==> src/rtl/cache_pkg.sv <==
// cache_pkg: shared geometry, FSM state type and decoded address layout for the refill controller
package cache_pkg;
  localparam int ADDR_W = 32;
  localparam int DATA_W = 8;
  localparam int LINE_BYTES = 4;
  localparam int NUM_LINES = 16;
  localparam int OFF_W = $clog2(LINE_BYTES);
  localparam int IDX_W = $clog2(NUM_LINES);
  localparam int TAG_W = ADDR_W - OFF_W - IDX_W;
  typedef enum logic [2:0] {IDLE, LOOKUP, REFILL_REQ, REFILL_WAIT, RESPOND} cache_state_e;
  typedef struct packed {
    logic [TAG_W-1:0] tag;
    logic [IDX_W-1:0] index;
    logic [OFF_W-1:0] offset;
  } cache_addr_t;
  function automatic cache_addr_t split_addr(input logic [ADDR_W-1:0] a);
    return cache_addr_t'(a);
  endfunction
endpackage

==> src/rtl/cache_line_store.sv <==
// cache_line_store: line data array, one beat-wise write port and one combinational byte read port
module cache_line_store
  import cache_pkg::*;
(
  input  logic              clk_i,
  input  logic              we,
  input  logic [IDX_W-1:0]  wr_index,
  input  logic [OFF_W-1:0]  wr_beat,
  input  logic [DATA_W-1:0] wr_data,
  input  logic [IDX_W-1:0]  rd_index,
  input  logic [OFF_W-1:0]  rd_offset,
  output logic [DATA_W-1:0] rd_data
);
  logic [DATA_W-1:0] mem [NUM_LINES][LINE_BYTES];
  // refill beats land directly in their byte slot; contents are meaningless until the valid bit is set
  always_ff @(posedge clk_i)
    if (we) mem[wr_index][wr_beat] <= wr_data;
  assign rd_data = mem[rd_index][rd_offset];
endmodule

==> src/rtl/cache_refill_ctrl.sv <==
// cache_refill_ctrl: direct-mapped read-only cache front end with line refill; CACHE_CTRL_STATS_EN adds hit/miss counters
module cache_refill_ctrl
  import cache_pkg::*;
(
  input  logic              clk_i,
  input  logic              rst_ni,
`ifdef CACHE_CTRL_STATS_EN
  output logic [31:0]       hit_cnt_o,
  output logic [31:0]       miss_cnt_o,
`endif
  input  logic              flush_i,
  input  logic              req_valid_i,
  output logic              req_ready_o,
  input  logic [ADDR_W-1:0] req_addr_i,
  output logic              rsp_valid_o,
  output logic [DATA_W-1:0] rsp_data_o,
  output logic              mem_req_valid_o,
  input  logic              mem_req_ready_i,
  output logic [ADDR_W-1:0] mem_req_addr_o,
  input  logic              mem_rsp_valid_i,
  input  logic [DATA_W-1:0] mem_rsp_data_i
);
  cache_state_e      state;
  cache_addr_t       addr;
  logic [NUM_LINES-1:0] valid;
  logic [TAG_W-1:0]  tags [NUM_LINES];
  logic [OFF_W-1:0]  beat;
  logic [DATA_W-1:0] rd_data;
  logic              hit, beat_we, last_beat;
  assign hit = valid[addr.index] && tags[addr.index] == addr.tag;
  assign beat_we = state == REFILL_WAIT && mem_rsp_valid_i;
  assign last_beat = beat == OFF_W'(LINE_BYTES - 1);
  // the response pulse cycle is excluded so a new request lands strictly after it
  assign req_ready_o = state == IDLE && !flush_i && !rsp_valid_o;
  cache_line_store u_store (
    .clk_i    (clk_i),
    .we       (beat_we),
    .wr_index (addr.index),
    .wr_beat  (beat),
    .wr_data  (mem_rsp_data_i),
    .rd_index (addr.index),
    .rd_offset(addr.offset),
    .rd_data  (rd_data)
  );
  // tags need no reset: a tag is only consulted behind its valid bit
  always_ff @(posedge clk_i)
    if (beat_we && last_beat) tags[addr.index] <= addr.tag;
  // lookup/refill sequencer; valid is set only on the final beat so an aborted refill leaves the line invalid
  always_ff @(posedge clk_i or negedge rst_ni) begin
    if (!rst_ni) begin
      state <= IDLE;
      addr <= '0;
      valid <= '0;
      beat <= '0;
      rsp_valid_o <= 1'b0;
      rsp_data_o <= '0;
      mem_req_valid_o <= 1'b0;
      mem_req_addr_o <= '0;
    end else begin
      rsp_valid_o <= 1'b0;
      case (state)
        IDLE:
          if (flush_i) valid <= '0;
          else if (req_valid_i && req_ready_o) begin
            addr <= split_addr(req_addr_i);
            state <= LOOKUP;
          end
        LOOKUP:
          if (hit) state <= RESPOND;
          else begin
            mem_req_valid_o <= 1'b1;
            mem_req_addr_o <= {addr.tag, addr.index, {OFF_W{1'b0}}};
            state <= REFILL_REQ;
          end
        REFILL_REQ: begin
          beat <= '0;
          if (mem_req_ready_i) begin
            mem_req_valid_o <= 1'b0;
            state <= REFILL_WAIT;
          end
        end
        REFILL_WAIT:
          if (mem_rsp_valid_i) begin
            beat <= beat + 1'b1;
            if (last_beat) begin
              valid[addr.index] <= 1'b1;
              state <= RESPOND;
            end
          end
        RESPOND: begin
          rsp_valid_o <= 1'b1;
          rsp_data_o <= rd_data;
          state <= IDLE;
        end
        default: state <= IDLE;
      endcase
    end
  end
`ifdef CACHE_CTRL_STATS_EN
  // saturating hit/miss tallies, one decision per lookup; flush leaves them alone
  always_ff @(posedge clk_i or negedge rst_ni) begin
    if (!rst_ni) begin
      hit_cnt_o <= '0;
      miss_cnt_o <= '0;
    end else if (state == LOOKUP) begin
      if (hit && !(&hit_cnt_o)) hit_cnt_o <= hit_cnt_o + 1'b1;
      if (!hit && !(&miss_cnt_o)) miss_cnt_o <= miss_cnt_o + 1'b1;
    end
  end
`endif
endmodule

==> config.mk <==
export PLATFORM = sky130hd
export DESIGN_NAME = cache_refill_ctrl
export DESIGN_NICKNAME = d
export VERILOG_FILES = /design/src/rtl/cache_pkg.sv /design/src/rtl/cache_line_store.sv /design/src/rtl/cache_refill_ctrl.sv
export SDC_FILE = /design/constraint.sdc
export NUM_CORES = 1
export LEC_CHECK = 0
export ABC_AREA = 1
export CORE_UTILIZATION = 50
export DETAILED_ROUTE_END_ITERATION = 8
export GPL_TIMING_DRIVEN = 1
export PLACE_DENSITY_LB_ADDON = 0.25
export SYNTH_ARGS = -nofsm -noshare
export SYNTH_HDL_FRONTEND = slang
export SYNTH_HIERARCHICAL = 1
export SYNTH_SLANG_ARGS = --single-unit
==> constraint.sdc <==
create_clock -name clk_i -period 7.6 [get_ports clk_i]
set_input_delay 1.52 -clock clk_i [delete_from_list [all_inputs] [get_ports clk_i]]
set_output_delay 1.52 -clock clk_i [all_outputs]
set_load 0.005 [all_outputs]
==> qor.csv, run 1 <==
stage;metric;value;unit
worst_setup_path;slowest CP cell;clkdlybuf4s50_1;
clock_network;cts repair resizes;0;
power_and_ir_drop;Max IR drop VDD;0.000240;V
logic_synthesis;Compound-Gate Fraction of Synth Area;1.25;%
logic_synthesis;Distinct cells, synth;30;
routing;initial DRC count;2207;
routing;wire per inst;20.4;µm
floorplan;Die ar.;85400;µm²
clock_network;cts bufs inserted;101;
worst_setup_path;worst path cell trace;clkdlybuf4s50_1, nor3_1, clkdlybuf4s50_1;
clock_network;Worst-path clk slew;0.06;ns
clock_network;latest clock arrival within the worst-skew pair;0.66;ns
worst_setup_path;Crit path top cell by count;clkdlybuf4s50_1;
status;run status;finished clean;
clock_network;CTS Buffer Depth;3;
floorplan;Die Ht;292;µm
power_and_ir_drop;P_int;0.0109;W
routing;DR vias;27100;
placement;I/O Buffers;86;
worst_setup_path;crit start category;input port;
timing;skew final;0.0214;ns
clock_network;Post-CTS Setup Bufs;0;
worst_setup_path;Critical Path Fanout Max;14;
routing;WL final;102000;µm
timing;Hold Vio Cnt, Final;0;
routing;met3 WL;7030;µm
timing;# setup viols final;0;
global_routing;initial antenna violation count;4;
cells_and_area;share of layout cells above drive strength 1;6.45;%
cells_and_area;P&R area growth vs syn;11.0;%
power_and_ir_drop;Comb pwr share;29.5;%
timing;Final Max Tran Viols;0;
floorplan;Core Box Area;83600;µm²
global_routing;largest net degree at the start of global routing;175;
floorplan;Ports;89;
cells_and_area;fin nets;3874;
power_and_ir_drop;Reg power frac;42.4;%
worst_setup_path;Worst R2R Path Depth;17;
logic_synthesis;post-synthesis simple-gate area fraction;23.2;%
timing;Final period util;61.0;%
clock_network;htree depth;3;
worst_setup_path;Crit. End Element;output pin;
timing;relative slew slack;23.4;%
worst_setup_path;slowest stage delay, CP;0.65;ns
timing;Final Critical Period;4.64;ns
worst_setup_path;Setup CP Type;input port to output pin;
placement;GPL Wtd Cong;0.812;
power_and_ir_drop;Net Sw Power;0.00615;W
clock_network;CTS tree;yes;
placement;placed cell area;43600;µm²
routing;DRC viols;0;
routing;max layer used;met5;
cells_and_area;number of diodes;0;
worst_setup_path;Worst Path Required;6.08;ns
run;maxcap violations;0;
clock_network;clock sink total;1021;
logic_synthesis;ys flop type;edfxtp_1;
logic_synthesis;largest family of logic cells by synthesized area;simple AND/OR/NAND/NOR gates;
routing;DR vias/cell;5.44;
floorplan;num rows;106;
hold_path;min-delay worst type;flop to flop;
routing;ANT nets after route;0;
routing;First-pass DRT Iterations;6;
worst_setup_path;critical path data arrival time;3.12;ns
floorplan;Starting Density;50.4;%
logic_synthesis;Mapped Cells;3795;
logic_synthesis;Syn. warnings;6;
power_and_ir_drop;sw frac;36.2;%
logic_synthesis;Syn Area/Cell;11.1;µm²
clock_network;clock root buffer;clkbuf_16;
routing;DRT met1 WL;42500;µm
global_routing;first-pass GRT wire length;155000;µm
timing;worst-margin pin slew;1.15;ns
global_routing;GR Overflow Total;0;
logic_synthesis;Post-synth EDFFs;928;
power_and_ir_drop;Clock power frac;28.1;%
logic_synthesis;adder-cell share of the synthesized area;0.0297;%
global_routing;Tot GR Track Use;23.9;%
cells_and_area;Design Area, Final;46700;µm²
clock_network;# hold bufs at CTS;0;
power_and_ir_drop;Pwr Density;364;nW/µm²
global_routing;vias in the first global route;25900;
placement;placed wire-length estimate;56600;µm
logic_synthesis;Yosys reg bits;1021;
logic_synthesis;sequential-to-total area share from yosys stat;71.7;%
power_and_ir_drop;leakage power;17.9;nW
routing;met2 routed WL;48700;µm
timing;worst hold slack;0.475;ns
logic_synthesis;ys async rst share;9.11;%
timing;RSZ-0062 raised after global routing;false;
logic_synthesis;Cell Area, Synth;42100;µm²
logic_synthesis;Synth Area in XOR/XNOR;0;%
floorplan;Die Span X;292;µm
timing;fmax;216;MHz
timing;setup TNS;0;ns
logic_synthesis;mux contribution to synthesized area;0.348;%
cells_and_area;most frequent cells in the layout;nand2_1 (1708), edfxtp_1 (928), nand3_1 (517);
cells_and_area;most common cell after layout, fill and taps aside;nand2_1;
hold_path;WHS Path Cells;2;
sequential cells by signal, indices dropped and copies added, names as in the netlist:
register and cells:
valid 16, state 3, beat 2, mem_req_addr_o 30, u_store/mem 512, mem_req_valid_o 1
tags 416, addr 32, rsp_valid_o 1, rsp_data_o 8
power by group through the flow:
stage	clock network (W)	registers, W	logic [W]
detailed placement	0	0.00732	0.00498
finish	0.00478	0.00721	0.00503
global route	0.00504	0.00726	0.00561
floorplan	0	0.00706	0.00362
global placement	0	0.00731	0.00491
CTS	0.00482	0.00721	0.00500
per-stage QoR:
stage	cells	setup slack [ns]	total power, W	utilization (%)
CTS	4990	2.95	0.0170	55.9
global route	4990	2.69	0.0179	55.9
finish	4990	2.96	0.0170	55.9
floorplan	3796	4.18	0.0107	-
global placement	4804	2.99	0.0122	52.1
detailed placement	4804	2.97	0.0123	52.1
per-layer routing:
layer,up-vias,track usage [%]
met5,-,0
met2,943,39.3
met1,13000,32.2
li1,13000,-
met3,200,3.95
met4,2,8.66
worst paths after layout:
path	slack, ns	startpoint	end
max	2.96	flush_i	req_ready_o
min	0.48	rsp_data_o[1]	rsp_data_o[1]
max reg2reg	3.13	addr[3]	mem_req_addr_o[8]
min reg2reg	0.48	rsp_data_o[1]	rsp_data_o[1]
max in group asynchronous	5.43	rst_ni	addr[3]
min in group asynchronous	0.97	rst_ni	rsp_data_o[2]
critical path: cells and delay by family:
family / cells / cell delay, ns
buf+inv: 2 / 1.21
simple gates: 1 / 0.38
area by class of cell:
cell class | count | area, µm²
Fill cell | 6847 | 36800
Sequential cell | 1021 | 30200
Multi-Input combinational cell | 2524 | 10600
Clock buffer | 131 | 2760
Tap cell | 1080 | 1350
Timing Repair Buffer | 130 | 1200
Clock inverter | 55 | 412
Inverter | 49 | 195
synthesized netlist by cell type (12+ instances only):
master	instances	area share (%)
buf_2	73	0.87
a21oi_1	31	0.37
edfxtp_1	928	66
a2bb2oi_1	12	0.25
o21ai_0	22	0.26
nand3_1	517	6.1
buf_1	14	0.12
mux2_2	12	0.32
clkbuf_1	38	0.34
inv_1	40	0.36
buf_4	43	0.77
nand2_1	1709	15
dfrtp_1	93	5.5
nor2_1	173	1.5
buf_6	32	0.86
logic make-up (layout without fill, tap and decap cells):
group | count (synthesis) | after routing
simple gates | 2419 | 2419
compound gates | 89 | 89
fa+ha+maj | 1 | 1
flops | 1021 | 1021
buf+inv | 251 | 365
mux | 13 | 13
other cells | 1 | 2
Note: power is estimated with default switching activity, not from simulation.
==> run 2: changes to the inputs <==
Clock period 7.6 ns to 3.8 ns, I/O delays scaled along.
==> qor.csv, run 2 (synthesized netlist as in run 1, its figures left out) <==
stage;metric;value;unit;change
status;run status;finished clean;;unchanged
clock_network;CTS tree;yes;;unchanged
power_and_ir_drop;Pwr Density;734;nW/µm²;was 364 nW/µm²
timing;Hold Vio Cnt, Final;0;;unchanged
floorplan;Die ar.;85400;µm²;unchanged
routing;First-pass DRT Iterations;6;;unchanged
cells_and_area;area of the multi-input gates;10600;µm²;unchanged
power_and_ir_drop;Max IR drop VDD;0.000628;V;was 0.000240 V
timing;Final period util;89.7;%;
global_routing;GR Overflow Total;0;;unchanged
timing;worst-margin pin slew;1.00;ns;was 1.15 ns
worst_setup_path;Critical Path Start;state[0];;was flush_i
cells_and_area;Design Area, Final;48100;µm²;was 46700 µm²
worst_setup_path;worst path bufs/invs;4;;was 2
clock_network;cts repair resizes;0;;unchanged
cells_and_area;Biggest register;u_store/mem;;unchanged
timing;Final Critical Period;3.41;ns;
global_routing;Tot GR Track Use;25.7;%;was 23.9%
worst_setup_path;family with the most delay on the worst path;buffers and inverters;;unchanged
clock_network;# hold bufs at CTS;0;;unchanged
cells_and_area;FF+latch area;30200;µm²;unchanged
cells_and_area;number of diodes;0;;unchanged
routing;DR vias/cell;5.51;;was 5.44
worst_setup_path;Critical Path Fanout Max;14;;unchanged
placement;placed cell area;44600;µm²;was 43600 µm²
clock_network;cts bufs inserted;105;;was 101
cells_and_area;fin nets;3986;;was 3874
global_routing;initial antenna violation count;0;;was 4
clock_network;clock root buffer;clkbuf_16;;unchanged
floorplan;Starting Density;50.4;%;unchanged
timing;fmax;293;MHz;
cells_and_area;biggest regs;u_store/mem: 512 flops, tags: 416 flops, addr: 32 flops;;unchanged
floorplan;num rows;106;;unchanged
worst_setup_path;Setup CP Type;flop to output pin;;was input port to output pin
placement;placed wire-length estimate;63700;µm;was 56600 µm
timing;# setup viols final;0;;unchanged
cells_and_area;Layout Utilization;57.6;%;was 55.9%
clock_network;CTS Buffer Depth;3;;unchanged
cells_and_area;share of layout cells above drive strength 1;9.33;%;was 6.45%
timing;skew final;0.0361;ns;was 0.0214 ns
routing;initial DRC count;2682;;was 2207
worst_setup_path;Worst R2R Start;addr[2];;was addr[3]
cells_and_area;most frequent cells in the layout;nand2_1 (1708), edfxtp_1 (928), nand3_1 (517);;unchanged
clock_network;Post-CTS Setup Bufs;0;;unchanged
cells_and_area;final instance count without filler cells;5108;;was 4990
floorplan;Ports;89;;unchanged
floorplan;Die Span X;292;µm;unchanged
worst_setup_path;Worst Path Required;3.04;ns;was 6.08 ns
routing;ANT nets after route;0;;unchanged
routing;DRC viols;0;;unchanged
worst_setup_path;crit start category;flop;;was input port
floorplan;Die Ht;292;µm;unchanged
timing;Final Max Tran Viols;0;;unchanged
cells_and_area;# fillers;6880;;was 6847
worst_setup_path;critical path data arrival time;2.65;ns;was 3.12 ns
timing;setup TNS;0;ns;unchanged
routing;DR vias;28200;;was 27100
routing;wire per inst;21.4;µm;was 20.4 µm
timing;RSZ-0062 raised after global routing;false;;unchanged
routing;WL final;109000;µm;was 102000 µm
power_and_ir_drop;leakage power;18.7;nW;was 17.9 nW
hold_path;min-delay worst type;input port to asynchronous set/reset pin;;was flop to flop
cells_and_area;P&R area growth vs syn;14.3;%;was 11.0%
timing;worst hold slack;0.150;ns;was 0.475 ns
clock_network;clock sink total;1021;;unchanged
cells_and_area;most common cell after layout, fill and taps aside;nand2_1;;unchanged
placement;I/O Buffers;86;;unchanged
worst_setup_path;Crit. End Element;output pin;;unchanged
worst_setup_path;slowest stage delay, CP;0.56;ns;was 0.65 ns
global_routing;first-pass GRT wire length;165000;µm;was 155000 µm
cells_and_area;max reg flops;512;;unchanged
floorplan;Core Box Area;83600;µm²;unchanged
global_routing;largest net degree at the start of global routing;143;;was 175
clock_network;Worst-path clk slew;0.06;ns;about the same
run;maxcap violations;0;;unchanged
global_routing;vias in the first global route;26900;;was 25900
worst_setup_path;worst path cell trace;nor2_1, inv_1, nor2_1, buf_4, inv_1, nor3_1, clkdlybuf4s50_1;;was clkdlybuf4s50_1, nor3_1, clkdlybuf4s50_1
clock_network;htree depth;3;;unchanged
placement;GPL Wtd Cong;0.842;;was 0.812
timing;relative slew slack;33.3;%;was 23.4%
clock_network;latest clock arrival within the worst-skew pair;0.68;ns;was 0.66 ns
placement;placed insts;4912;;was 4804
worst_setup_path;slowest CP cell;clkdlybuf4s50_1;;unchanged
run 2: metrics by stage:
| stage | power, W | setup WS, ns |
|---|---|---|
| floorplan | 0.0214 | 1.04 |
| global placement | 0.0250 | 0.544 |
| detailed placement | 0.0251 | 0.536 |
| CTS | 0.0354 | 0.381 |
| global route | 0.0371 | 0.285 |
| finish | 0.0353 | 0.392 |
run 2: layout make-up:
cell class / count / share of cell area [%]
Tap cell: 1080 / 2.81
Clock buffer: 143 / 6.16
Inverter: 49 / 0.406
Timing Repair Buffer: 238 / 4.72
Clock inverter: 53 / 1.08
Sequential cell: 1021 / 62.8
Multi-Input combinational cell: 2524 / 22.1
run 2: report_power, final:
| group | internal (W) | switching (W) | total (W) |
|---|---|---|---|
| clock network | 0.00602 | 0.00430 | 0.0103 |
| logic | 0.00328 | 0.00743 | 0.0107 |
| registers | 0.0133 | 0.000965 | 0.0143 |
run 2: final timing paths:
kind | endpoint | slack (ns) | cells past startpoint
worst max-delay path | req_ready_o | 0.39 | 7
worst min-delay path | rsp_data_o[6] | 0.15 | 1
worst max register to register | u_store/mem[13][7] | 0.67 | 6
worst min register to register | mem_req_addr_o[16] | 0.48 | 2
max in group asynchronous | addr[2] | 2.83 | 2
min in group clk_i | mem_req_addr_o[16] | 0.48 | 2
run 2: metal layers:
layer | GRT usage (%) | wire (µm) | vias to the layer above
li1 | - | - | 13200
met1 | 35.2 | 45200 | 13700
met2 | 42.6 | 53000 | 1125
met3 | 3.42 | 7700 | 199
met4 | 8.33 | 3220 | 0
met5 | 0 | 0 | -
run 2: worst reg2reg max path, cell delays in order, from the launching register on:
cell,delay [ns]
dfrtp_4,0.50
buf_4,0.52
buf_12,0.54
inv_1,0.15
nor2_1,0.30
nand2_1,0.19
nor2_1,0.59
